### src/rtl/game_scheduler.sv
// game_scheduler: per-frame sequencer for the game datapath.
// Generates the frame tick and, once per frame, runs a physics update followed by an
// optional scroll step, each through a req/ack handshake with a timeout.
// Optional feature: define SCHED_SCORE_EN to add a saturating 16-bit score output.
module game_scheduler #(
  parameter int unsigned CLK         = 50000000,
  parameter int unsigned FPS         = 50,
  parameter int unsigned SCROLL_LINE = 300,
  parameter int unsigned FLOOR_Y     = 767,
  parameter int unsigned SCROLL_STEP = 4,
  parameter int unsigned TIMEOUT     = 1023
) (
  input  logic              clk,
  input  logic              rst,
  input  logic signed [8:0] delta_x,
  input  logic [9:0]        doodle_y,
  output logic              phys_req,
  input  logic              phys_ack,
  output logic              scroll_req,
  output logic [9:0]        scroll_amount,
  input  logic              scroll_ack,
  output logic [1:0]        move_counter,
  output logic              frame_tick,
  output logic [2:0]        run_state,
  output logic              game_over,
  output logic              fault,
  output logic [7:0]        overrun
`ifdef SCHED_SCORE_EN
  ,
  output logic [15:0]       score
`endif
);

  localparam logic [31:0] TickMax    = 32'(CLK / FPS - 1);
  localparam logic [31:0] WaitMax    = 32'(TIMEOUT - 1);
  localparam logic [9:0]  ScrollLine = 10'(SCROLL_LINE);
  localparam logic [9:0]  FloorY     = 10'(FLOOR_Y);
  localparam logic [9:0]  ScrollStep = 10'(SCROLL_STEP);

  typedef enum logic [2:0] {
    StIdle   = 3'd0,
    StWait   = 3'd1,
    StPhys   = 3'd2,
    StScroll = 3'd3,
    StOver   = 3'd4
  } state_e;

  state_e      state_q;
  logic [31:0] tick_q;
  logic [31:0] wait_q;
  logic        zero_seen_q;
  logic        phys_req_q;
  logic        scroll_req_q;
  logic [9:0]  scroll_amount_q;
  logic [1:0]  move_counter_q;
  logic        game_over_q;
  logic        fault_q;
  logic [7:0]  overrun_q;

  logic [9:0]  scroll_gap;
  logic [9:0]  scroll_next;
  logic        wait_expired;

  // Gap is only consumed when doodle_y < SCROLL_LINE, so it never underflows in use.
  assign scroll_gap   = ScrollLine - doodle_y;
  assign scroll_next  = (scroll_gap < ScrollStep) ? scroll_gap : ScrollStep;
  assign wait_expired = (wait_q == WaitMax);
  assign frame_tick   = (tick_q == TickMax);

`ifdef SCHED_SCORE_EN
  logic [15:0] score_q;
  logic [16:0] score_sum;
  assign score_sum = {1'b0, score_q} + {7'b0, scroll_amount_q};
  assign score     = score_q;
`endif

  // Free-running frame period counter, independent of game state.
  always_ff @(posedge clk) begin
    if (!rst) begin
      tick_q <= '0;
    end else if (frame_tick) begin
      tick_q <= '0;
    end else begin
      tick_q <= tick_q + 32'd1;
    end
  end

  // Game FSM with registered handshake and status outputs.
  always_ff @(posedge clk) begin
    if (!rst) begin
      state_q         <= StIdle;
      wait_q          <= '0;
      zero_seen_q     <= 1'b0;
      phys_req_q      <= 1'b0;
      scroll_req_q    <= 1'b0;
      scroll_amount_q <= '0;
      move_counter_q  <= '0;
      game_over_q     <= 1'b0;
      fault_q         <= 1'b0;
      overrun_q       <= '0;
`ifdef SCHED_SCORE_EN
      score_q         <= '0;
`endif
    end else begin
      // A tick landing mid-handshake is dropped, only counted.
      if (frame_tick && (state_q == StPhys || state_q == StScroll) && overrun_q != 8'hFF) begin
        overrun_q <= overrun_q + 8'd1;
      end
      case (state_q)
        StIdle: begin
          if (delta_x != '0) state_q <= StWait;
        end
        StWait: begin
          if (frame_tick) begin
            phys_req_q <= 1'b1;
            wait_q     <= '0;
            state_q    <= StPhys;
          end
        end
        StPhys: begin
          if (phys_ack) begin
            phys_req_q <= 1'b0;
            if (doodle_y >= FloorY) begin
              game_over_q <= 1'b1;
              zero_seen_q <= 1'b0;
              state_q     <= StOver;
            end else if (doodle_y < ScrollLine) begin
              scroll_amount_q <= scroll_next;
              scroll_req_q    <= 1'b1;
              wait_q          <= '0;
              state_q         <= StScroll;
            end else begin
              state_q <= StWait;
            end
          end else if (wait_expired) begin
            phys_req_q <= 1'b0;
            fault_q    <= 1'b1;
            state_q    <= StWait;
          end else begin
            wait_q <= wait_q + 32'd1;
          end
        end
        StScroll: begin
          if (scroll_ack) begin
            scroll_req_q    <= 1'b0;
            scroll_amount_q <= '0;
            move_counter_q  <= move_counter_q + 2'd1;
`ifdef SCHED_SCORE_EN
            score_q         <= score_sum[16] ? 16'hFFFF : score_sum[15:0];
`endif
            state_q         <= StWait;
          end else if (wait_expired) begin
            scroll_req_q    <= 1'b0;
            scroll_amount_q <= '0;
            fault_q         <= 1'b1;
            state_q         <= StWait;
          end else begin
            wait_q <= wait_q + 32'd1;
          end
        end
        StOver: begin
          // Restart needs a release (delta_x == 0) followed by fresh activity.
          if (delta_x == '0) begin
            zero_seen_q <= 1'b1;
          end else if (zero_seen_q) begin
            game_over_q    <= 1'b0;
            move_counter_q <= '0;
            fault_q        <= 1'b0;
`ifdef SCHED_SCORE_EN
            score_q        <= '0;
`endif
            state_q        <= StIdle;
          end
        end
        default: state_q <= StIdle;
      endcase
    end
  end

  assign phys_req      = phys_req_q;
  assign scroll_req    = scroll_req_q;
  assign scroll_amount = scroll_amount_q;
  assign move_counter  = move_counter_q;
  assign run_state     = state_q;
  assign game_over     = game_over_q;
  assign fault         = fault_q;
  assign overrun       = overrun_q;

endmodule
### config.mk
export PLATFORM = sky130hd
export DESIGN_NAME = game_scheduler
export DESIGN_NICKNAME = d
export VERILOG_FILES = /design/src/rtl/game_scheduler.sv
export SDC_FILE = /design/constraint.sdc
export NUM_CORES = 1
export LEC_CHECK = 0
export CORE_ASPECT_RATIO = 0.75
export CORE_MARGIN = 2
export CORE_UTILIZATION = 47
export CTS_BUF_LIST = sky130_fd_sc_hd__clkbuf_4
export CTS_CLUSTER_SIZE = 10
export DETAILED_ROUTE_END_ITERATION = 10
export HOLD_SLACK_MARGIN = 0.08
export PLACE_DENSITY = 0.69
export SLEW_MARGIN = 20
export SYNTH_ARGS = -nofsm -noshare
export SYNTH_HDL_FRONTEND = slang
export SYNTH_SLANG_ARGS = --single-unit
### constraint.sdc
create_clock -name clk -period 3.76 [get_ports clk]
set_input_delay 0.752 -clock clk [delete_from_list [all_inputs] [get_ports clk]]
set_output_delay 0.752 -clock clk [all_outputs]
set_load 0.005 [all_outputs]
# Word level (Yosys, flattened, before mapping)
# Cells that the tools add are included.
[totals]
regBits = 92
in_bits = 23
out_inout_bits = 28
wordCells = 114
[classes]
addsub = 5
n_lt_le_gt_ge = 3
n_eq_ne = 23
muxes = 50
n_bitwise = 1
n_reduce_logical = 21
[ops]
columns = ["cell", "count"]
rows = [
  ["32-bit 2-to-1 mux", 6],
  ["32-bit case mux with 3 select lines", 1],
  ["32-bit by 1-bit adder with 32-bit output (second input constant)", 2],
  ["10-bit 2-to-1 mux", 6],
  ["32-bit by 10-bit equality test with 1-bit output (second input constant)", 1],
  ["32-bit by 20-bit equality test with 1-bit output (second input constant)", 1],
  ["3-bit 2-to-1 mux", 8],
  ["2-bit != test (second input constant)", 10],
  ["10-bit case mux with 2 select lines", 1],
  ["5-bit AND reduction", 4],
  ["1-bit 2-to-1 mux", 17],
  ["3-bit case mux with 5 select lines", 1],
  ["4-bit AND reduction", 3],
  ["10-bit greater-or-equal comparator (second input constant)", 1],
  ["10-bit by 3-bit < comparator with 1-bit output (second input constant)", 1],
  ["10-bit by 9-bit < comparator with 1-bit output (second input constant)", 1],
  ["9-bit by 10-bit subtractor with 10-bit output (first input constant)", 1],
  ["9-bit logical NOT", 1],
  ["3-bit != test (second input constant)", 3],
  ["9-bit nonzero test", 1],
  ["8-bit by 1-bit adder with 8-bit output (second input constant)", 1],
  ["2-bit 2-to-1 mux", 4],
  ["8-bit != test (second input constant)", 1],
  ["1-bit case mux with 2 select lines", 4],
  ["other kinds (16)", 23],
]

# Longest topological paths before layout
# Gate-level depths: netlist of run 1.
[logic_depth]
ltp_word = 7
mapped_depth = 9
mapped_depth_nobuf = 8

# Worst setup path after synthesis of run 1
# Ideal clock, no wire load.
[synth_path]
path_kind = "input -> register"
start = "input port doodle_y[6]"
end = "register wait_q[22]"
setup_ns = 0.134
arrival_ns = 2.174
required_time_ns = 3.626
setup_slack_ns = 1.452
cell_stages = 8
path_buffers = 2
cell_sequence = "o21ai_0 o211a_1 o21a_1 buf_2 nand2_1 buf_2 o311ai_0 o31ai_1"
[synth_via]
elab_chain_cells = 3
elab_cells_between_ends = 5
cone_classes = "order compare (2); eq/ne (2); reduce/logical (1)"
[synth_rtl]
columns = ["element", "line_no", "text"]
rows = [
  ["start: declaration", "16", "input logic [9:0] doodle_y,"],
  ["10-bit by 9-bit < comparator with 1-bit output / 10-bit greater-or-equal comparator (equally long branches)", "127, 123", ""],
  ["3-bit by 2-bit != test with 1-bit output (no line) / 3-bit != test (equally long branches)", "n/a", ""],
  ["5-bit AND reduction (no line) *", "n/a", ""],
  ["end signal: assignment", "140", "wait_q <= wait_q + 32'd1;"],
  ["end signal: assignment", "158", "wait_q <= wait_q + 32'd1;"],
  ["end: declaration", "50", "logic [31:0] wait_q;"],
]
# Mark *: on every way between the ends. The rest lies on a longest branch, timed or not.
# A chain may end at the register's enable or synchronous reset.

# Worst setup path in the final report of run 1
[layout_path]
start = "register tick_q[26]"
end = "output port frame_tick"
[layout_via]
elab_chain_cells = 1
[layout_rtl]
columns = ["element", "line_no", "text"]
rows = [
  ["start: declaration", "49", "logic [31:0] tick_q;"],
  ["start signal: assignment", "84", "tick_q <= tick_q + 32'd1;"],
  ["32-bit by 20-bit equality test with 1-bit output", "68", "assign frame_tick = (tick_q == TickMax);"],
  ["end: declaration", "23", "output logic frame_tick,"],
]
# Every way passes these cells.

==> impl_metrics.yaml, run 1 <==
power_and_ir_drop:
  p_seq_share_pct: 52.7
  p_int_uw: 1370
  clkPwrFrac_pct: 27.4
  irDropWorstVdd_mv: 0.140
  powerDensity_nw_per_um2: 370
  combPwrFrac_pct: 19.9
  p_sw_uw: 600
  leakagePower_uw: 0.00177
  netSwitchingFraction_pct: 30.4
  total_power_uw: 1970
sta:
  slew_violations: 0
  hold_viol_final: 0
  fin_crit_ns: 3.08
  worst_slew_pin_slew_ns: 0.844
  fin_crit_sh_pct: 82.0
  clock.fmax_mhz: 324
  fin_skew_ns: 0.0186
  whs_ns: 0.473
  setup_viol: 0
  rsz0062_at_grt: "false"
  fin_tns_setup_ns: 0
  slew_headroom_pct: 43.2
floorplanning:
  start_util_pct: 47.7
  core_sq_um: 9540
  die_h_um: 89.2
  die_w_um: 118
  ios: 51
  fp.dieArea_sq_um: 10500
  row_count: 31
finish:
  n_fill_cell: 914
  fin_cells: 744
  n_antenna_cell: 0
  multi_input_area_sq_um: 2590
  final_nets: 636
  syn_to_final_growth_pct: 17.2
  drive_gt1_share_pct: 5.39
  regArea_sq_um: 1840
placement:
  dp.cells: 728
  place.detailed.hpwl_um: 8110
  gp_congestion: 0.852
  io_buffers: 50
worst_setup_path:
  crit_type: "register to output port"
  critPathBufInv: 2
  critical_path_required_ns: 3.01
  crit_arrival_ns: 2.33
  critPathTopFamily: "simple AND/OR/NAND/NOR gates"
  crit_slowest_cell: "clkdlybuf4s50_1"
  worstPathCellList: "nor4_1 -> nand4_1 -> nor3_1 -> buf_4 -> clkdlybuf4s50_1"
  path_max_fanout: 5
  slowest_delay_ns: 0.51
  cp-start-kind: "register"
  end_kind: "output port"
run_status:
  status: "completed"
logic_synthesis:
  yosysWarnings: 0
  yosysUniqueCellTypes: 54
  synth_seq_cells: 92
  async_flop_share_pct: 0
  synth_top_area_share_pct: 40.5
  yosysTopAreaCell: "dfxtp_1"
  syn_area_sq_um: 4550
  synth_area_leaders: "dfxtp_1 40%, nor2_1 6.1%, xor2_1 5.0%"
  synth-edff-count: 0
  seq_area_frac_synth_pct: 40.5
  synthCells: 556
  synth.avg_cell_area_sq_um: 8.18
  syn-num-nets: 585
  ys.flop_type: "dfxtp_1"
clocking:
  root_buffer: "clkbuf_4"
  clk_path_buf_depth: 2
  cts_sinks: 92
  cts_repair_resize_count: 0
  insertion_delay_ns: 0.44
  cts_hold_buf: 0
  cts_tree: "done"
  numCtsBuffers: 9
  post_cts_buffers: 0
  clk_pin_slew_ns: 0.13
  h-tree-depth: 3
routing:
  drt_iter0_drc: 266
  first_pass_iters: 5
  drc: 0
  wl_per_cell_um: 14.9
  ant_nets: 0
  vias_per_cell: 5.69
  routed_wl_um: 11100
  num_vias: 4235
grt:
  track_usage_pct: 21.5
  grt_max_degree: 32
  grt_remaining_overflow: 0
  grt_pass1_vias: 3732
  antenna_found_initial: 0
  grt_first_pass_wirelength_um: 18100
job:
  drv_cap: 0
hold_path:
  hold_path_class: "register to register"
-- cell usage in the layout (no fill, tap or decap), types with 6 or more instances in the layout --
master           synthesis  routed
nor2_1                  74      74
nor3_1                  16      16
nand4_1                 26      26
clkbuf_4                 0      11
inv_1                   13      13
or3_1                   12      12
a21oi_1                 36      36
nand3_1                 31      31
xor2_1                  26      26
o31ai_1                 12      12
o211ai_1                 6       6
buf_4                    1       7
dfxtp_1                 92      92
nor4_1                  14      14
and3_1                   8       8
ha_1                     6       6
xnor2_1                 15      15
o21ai_0                 23      23
nand2_1                 52      52
clkdlybuf4s50_1          0      50
and2_1                   9       9
-- layer usage --
metal	GRT usage, %	share of wire [%]
met4	6.46	1.2
met1	28.9	49
met5	0	0
met2	34.3	44
met3	5.80	6.1
-- sequential cells by signal, indices dropped and copies added (netlist names) --
name,flops
run_state,3
scroll_req,1
overrun,8
move_counter,2
wait_q,32
scroll_amount,10
zero_seen_q,1
phys_req,1
fault,1
game_over,1
tick_q,32
-- metrics by stage --
step / util, % / area (sq um) / setup slack, ns
after detailed placement: 54.4 / 5190 / 0.473
after floorplan: - / 4550 / 1.45
final: 55.8 / 5330 / 0.676
after CTS: 55.8 / 5330 / 0.644
after global routing: 55.8 / 5330 / 0.477
after global placement: 54.4 / 5190 / 0.501
-- logic make-up (layout without fill, tap and decap cells) --
| family | count (synthesis) | after routing | synth area share, % |
|---|---|---|---|
| adders and majority gates | 6 | 6 | 1.65 |
| and+or+nand+nor | 278 | 278 | 31.6 |
| DFF | 92 | 92 | 40.5 |
| xor gates and xnor gates | 41 | 41 | 7.90 |
| muxes | 2 | 2 | 0.440 |
| buffers and inverters | 30 | 86 | 2.70 |
| AOI/OAI and AO/OA | 107 | 107 | 15.2 |
-- synth_stat cells (all sizes together) (6+ instances only) --
cell type and instances:
nand4 26, nand2b 6, and3 8, dfxtp 92, o21ai 23, nand2 52, and4 6, or3 15
xnor2 15, and2 10, nor2 74, nor3 16, inv 13, ha 6, buf 6, nand3 33
clkbuf 11, a21oi 36, xor2 26, o211ai 6, nor4 15, o31ai 12
-- final timing paths --
check / startpoint / end / slack (ns) / cells after the start
max reg2reg: tick_q[26]$_SDFF_PP0_ / wait_q[29]$_SDFFE_PN0P_ / 1.05 / 7
min reg2reg: game_over$_SDFFE_PN0P_ / game_over$_SDFFE_PN0P_ / 0.47 / 2
max: tick_q[26]$_SDFF_PP0_ / frame_tick / 0.68 / 5
min: game_over$_SDFFE_PN0P_ / game_over$_SDFFE_PN0P_ / 0.47 / 2
-- area by class of cell --
type,count,share of cell area (%)
Timing Repair Buffer,57,10.4
Clock buffer,11,1.55
Tap cell,132,3.10
Inverter,13,0.916
Sequential cell,92,34.6
Clock inverter,5,0.963
Multi-Input combinational cell,434,48.5
-- power by group through the flow --
stage               logic (uW)  registers [uW]  clock network (uW)
detailed placement         387            1060                   0
finish                     392            1040                 540
CTS                        389            1040                 558
floorplan                  263            1050                   0
global route               434            1050                 596
global placement           381            1060                   0
-- worst reg2reg max path, stage by stage (launching register included) --
cell	delay (ns)
dfxtp_1	0.37
nor4_1	0.34
nand4_1	0.25
o41ai_4	0.41
buf_4	0.24
nand2_1	0.29
or4_1	0.59
a21oi_1	0.15
Power figures use the tool's default switching activity.
==> inputs of run 2 (changes only) <==
==> constraint.sdc (replaced) <==
create_clock -name clk -period 3.2 [get_ports clk]
set_input_delay 0.64 -clock clk [delete_from_list [all_inputs] [get_ports clk]]
set_output_delay 0.64 -clock clk [all_outputs]
set_load 0.005 [all_outputs]
==> impl_metrics.yaml, run 2 (synthesis results as in run 1) <==
run_status:
  status: "completed"
sta:
  fin_tns_setup_ns: 0
  fin_crit_sh_pct: 94.2
  hold_viol_final: 0
  setup_viol: 0
  fin_skew_ns: 0.0205
  worst_slew_pin_slew_ns: 0.699
  fin_crit_ns: 3.01
  slew_violations: 0
  rsz0062_at_grt: "false"
  clock.fmax_mhz: 332
  slew_headroom_pct: 53.0
finish:
  drive_gt1_share_pct: 6.31
  n_antenna_cell: 0
  final_nets: 642
  final_common_cell: "dfxtp_1"
  final_cell_mix: "92 x dfxtp_1, 74 x nor2_1, 52 x nand2_1, 50 x clkdlybuf4s50_1, 36 x a21oi_1"
  fin_cells: 750
  syn_to_final_growth_pct: 18.7
clocking:
  clk_pin_slew_ns: 0.13
  cts_repair_resize_count: 0
  cts_sinks: 92
  cts_hold_buf: 0
  root_buffer: "clkbuf_4"
  insertion_delay_ns: 0.45
  cts_tree: "done"
  h-tree-depth: 3
  clk_path_buf_depth: 2
  numCtsBuffers: 9
  post_cts_buffers: 0
floorplanning:
  fp.dieArea_sq_um: 10500
  die_w_um: 118
  ios: 51
  start_util_pct: 47.7
  core_sq_um: 9540
  die_h_um: 89.2
  row_count: 31
routing:
  vias_per_cell: 5.77
  routed_wl_um: 11300
  num_vias: 4324
  ant_nets: 0
  first_pass_iters: 5
  wl_per_cell_um: 15.1
  drc: 0
  drt_iter0_drc: 303
worst_setup_path:
  cp-endpoint: "frame_tick"
  r2r-start: "tick_q[26]$_SDFF_PP0_"
  critical_path_required_ns: 2.56
  crit_cells: 4
  worstPathCellList: "nor4_1 -> nand4_1 -> nor3_1 -> clkdlybuf4s50_1"
  path_max_fanout: 4
  end_kind: "output port"
  reg2regPathDepth: 6
  crit_slowest_cell: "clkdlybuf4s50_1"
  critPathBufInv: 1
  slowest_delay_ns: 0.57
  r2r_slack_ns: 0.38
  timing.rr.end: "wait_q[17]$_SDFFE_PN0P_"
  cp-startpoint: "tick_q[26]$_SDFF_PP0_"
  cp-start-kind: "register"
  crit_type: "register to output port"
  critPathTopFamily: "simple AND/OR/NAND/NOR gates"
  crit_arrival_ns: 2.37
grt:
  grt_pass1_vias: 3945
  track_usage_pct: 22.1
  grt_first_pass_wirelength_um: 18900
  grt_max_degree: 32
  antenna_found_initial: 0
  grt_remaining_overflow: 0
power_and_ir_drop:
  leakagePower_uw: 0.00180
  combPwrFrac_pct: 20.4
  powerDensity_nw_per_um2: 450
  p_int_uw: 1710
  netSwitchingFraction_pct: 29.6
  irDropWorstVdd_mv: 0.216
  p_seq_share_pct: 50.2
  p_sw_uw: 720
  clkPwrFrac_pct: 29.4
hold_path:
  holdPathStages: 1
  hold_path_class: "register to register"
placement:
  dp.cells: 734
  io_buffers: 50
  gp_congestion: 0.893
  place.detailed.hpwl_um: 8410
job:
  drv_cap: 0
## run 2: worst min-delay path by stage
| stage | from | endpoint | slack (ns) |
|---|---|---|---|
| 2_1_floorplan | tick_q[0]$_SDFF_PP0_ | tick_q[0]$_SDFF_PP0_ | 0.45 |
| 3_3_place_gp | scroll_amount[3]$_SDFFE_PN0P_ | scroll_amount[3]$_SDFFE_PN0P_ | 0.44 |
| 3_5_place_dp | scroll_amount[5]$_SDFFE_PN0P_ | scroll_amount[5]$_SDFFE_PN0P_ | 0.44 |
| 4_1_cts | scroll_req$_SDFFE_PN0P_ | scroll_req$_SDFFE_PN0P_ | 0.48 |
| 5_1_grt | scroll_amount[7]$_SDFFE_PN0P_ | scroll_amount[7]$_SDFFE_PN0P_ | 0.50 |
| 6_report | scroll_amount[7]$_SDFFE_PN0P_ | scroll_amount[7]$_SDFFE_PN0P_ | 0.48 |
## run 2: layout make-up
class,count,area [sq um]
Timing Repair Buffer,63,598
Inverter,13,48.8
Tap cell,132,165
Clock buffer,11,82.6
Clock inverter,5,76.3
Fill cell,876,4150
Multi-Input combinational cell,434,2580
Sequential cell,92,1840
## run 2: power groups by stage
stage	clock, uW	sequential (uW)	combinational (uW)
3_5_place_dp	0	1250	487
2_1_floorplan	0	1230	309
3_3_place_gp	0	1240	475
6_report	714	1220	496
5_1_grt	775	1230	540
4_1_cts	732	1220	490
## run 2: metrics by stage
| step | util, % | instance area, sq um | worst slack (ns) | power, uW | hold slack, ns |
|---|---|---|---|---|---|
| 2_1_floorplan | - | 4550 | 1.00 | 1540 | 0.449 |
| 3_3_place_gp | 54.9 | 5240 | 0.335 | 1720 | 0.442 |
| 3_5_place_dp | 54.9 | 5240 | 0.281 | 1730 | 0.444 |
| 4_1_cts | 56.6 | 5400 | 0.143 | 2440 | 0.478 |
| 5_1_grt | 56.6 | 5400 | 0.0190 | 2540 | 0.502 |
| 6_report | 56.6 | 5400 | 0.187 | 2430 | 0.476 |
## run 2: layer usage
layer | up-vias | share of wire [%] | track usage [%]
li1 | 2139 | - | -
met1 | 2033 | 47 | 29.2
met2 | 141 | 44 | 36.2
met3 | 11 | 8.4 | 7.27
met4 | 0 | 0.91 | 3.94
met5 | - | 0 | 0
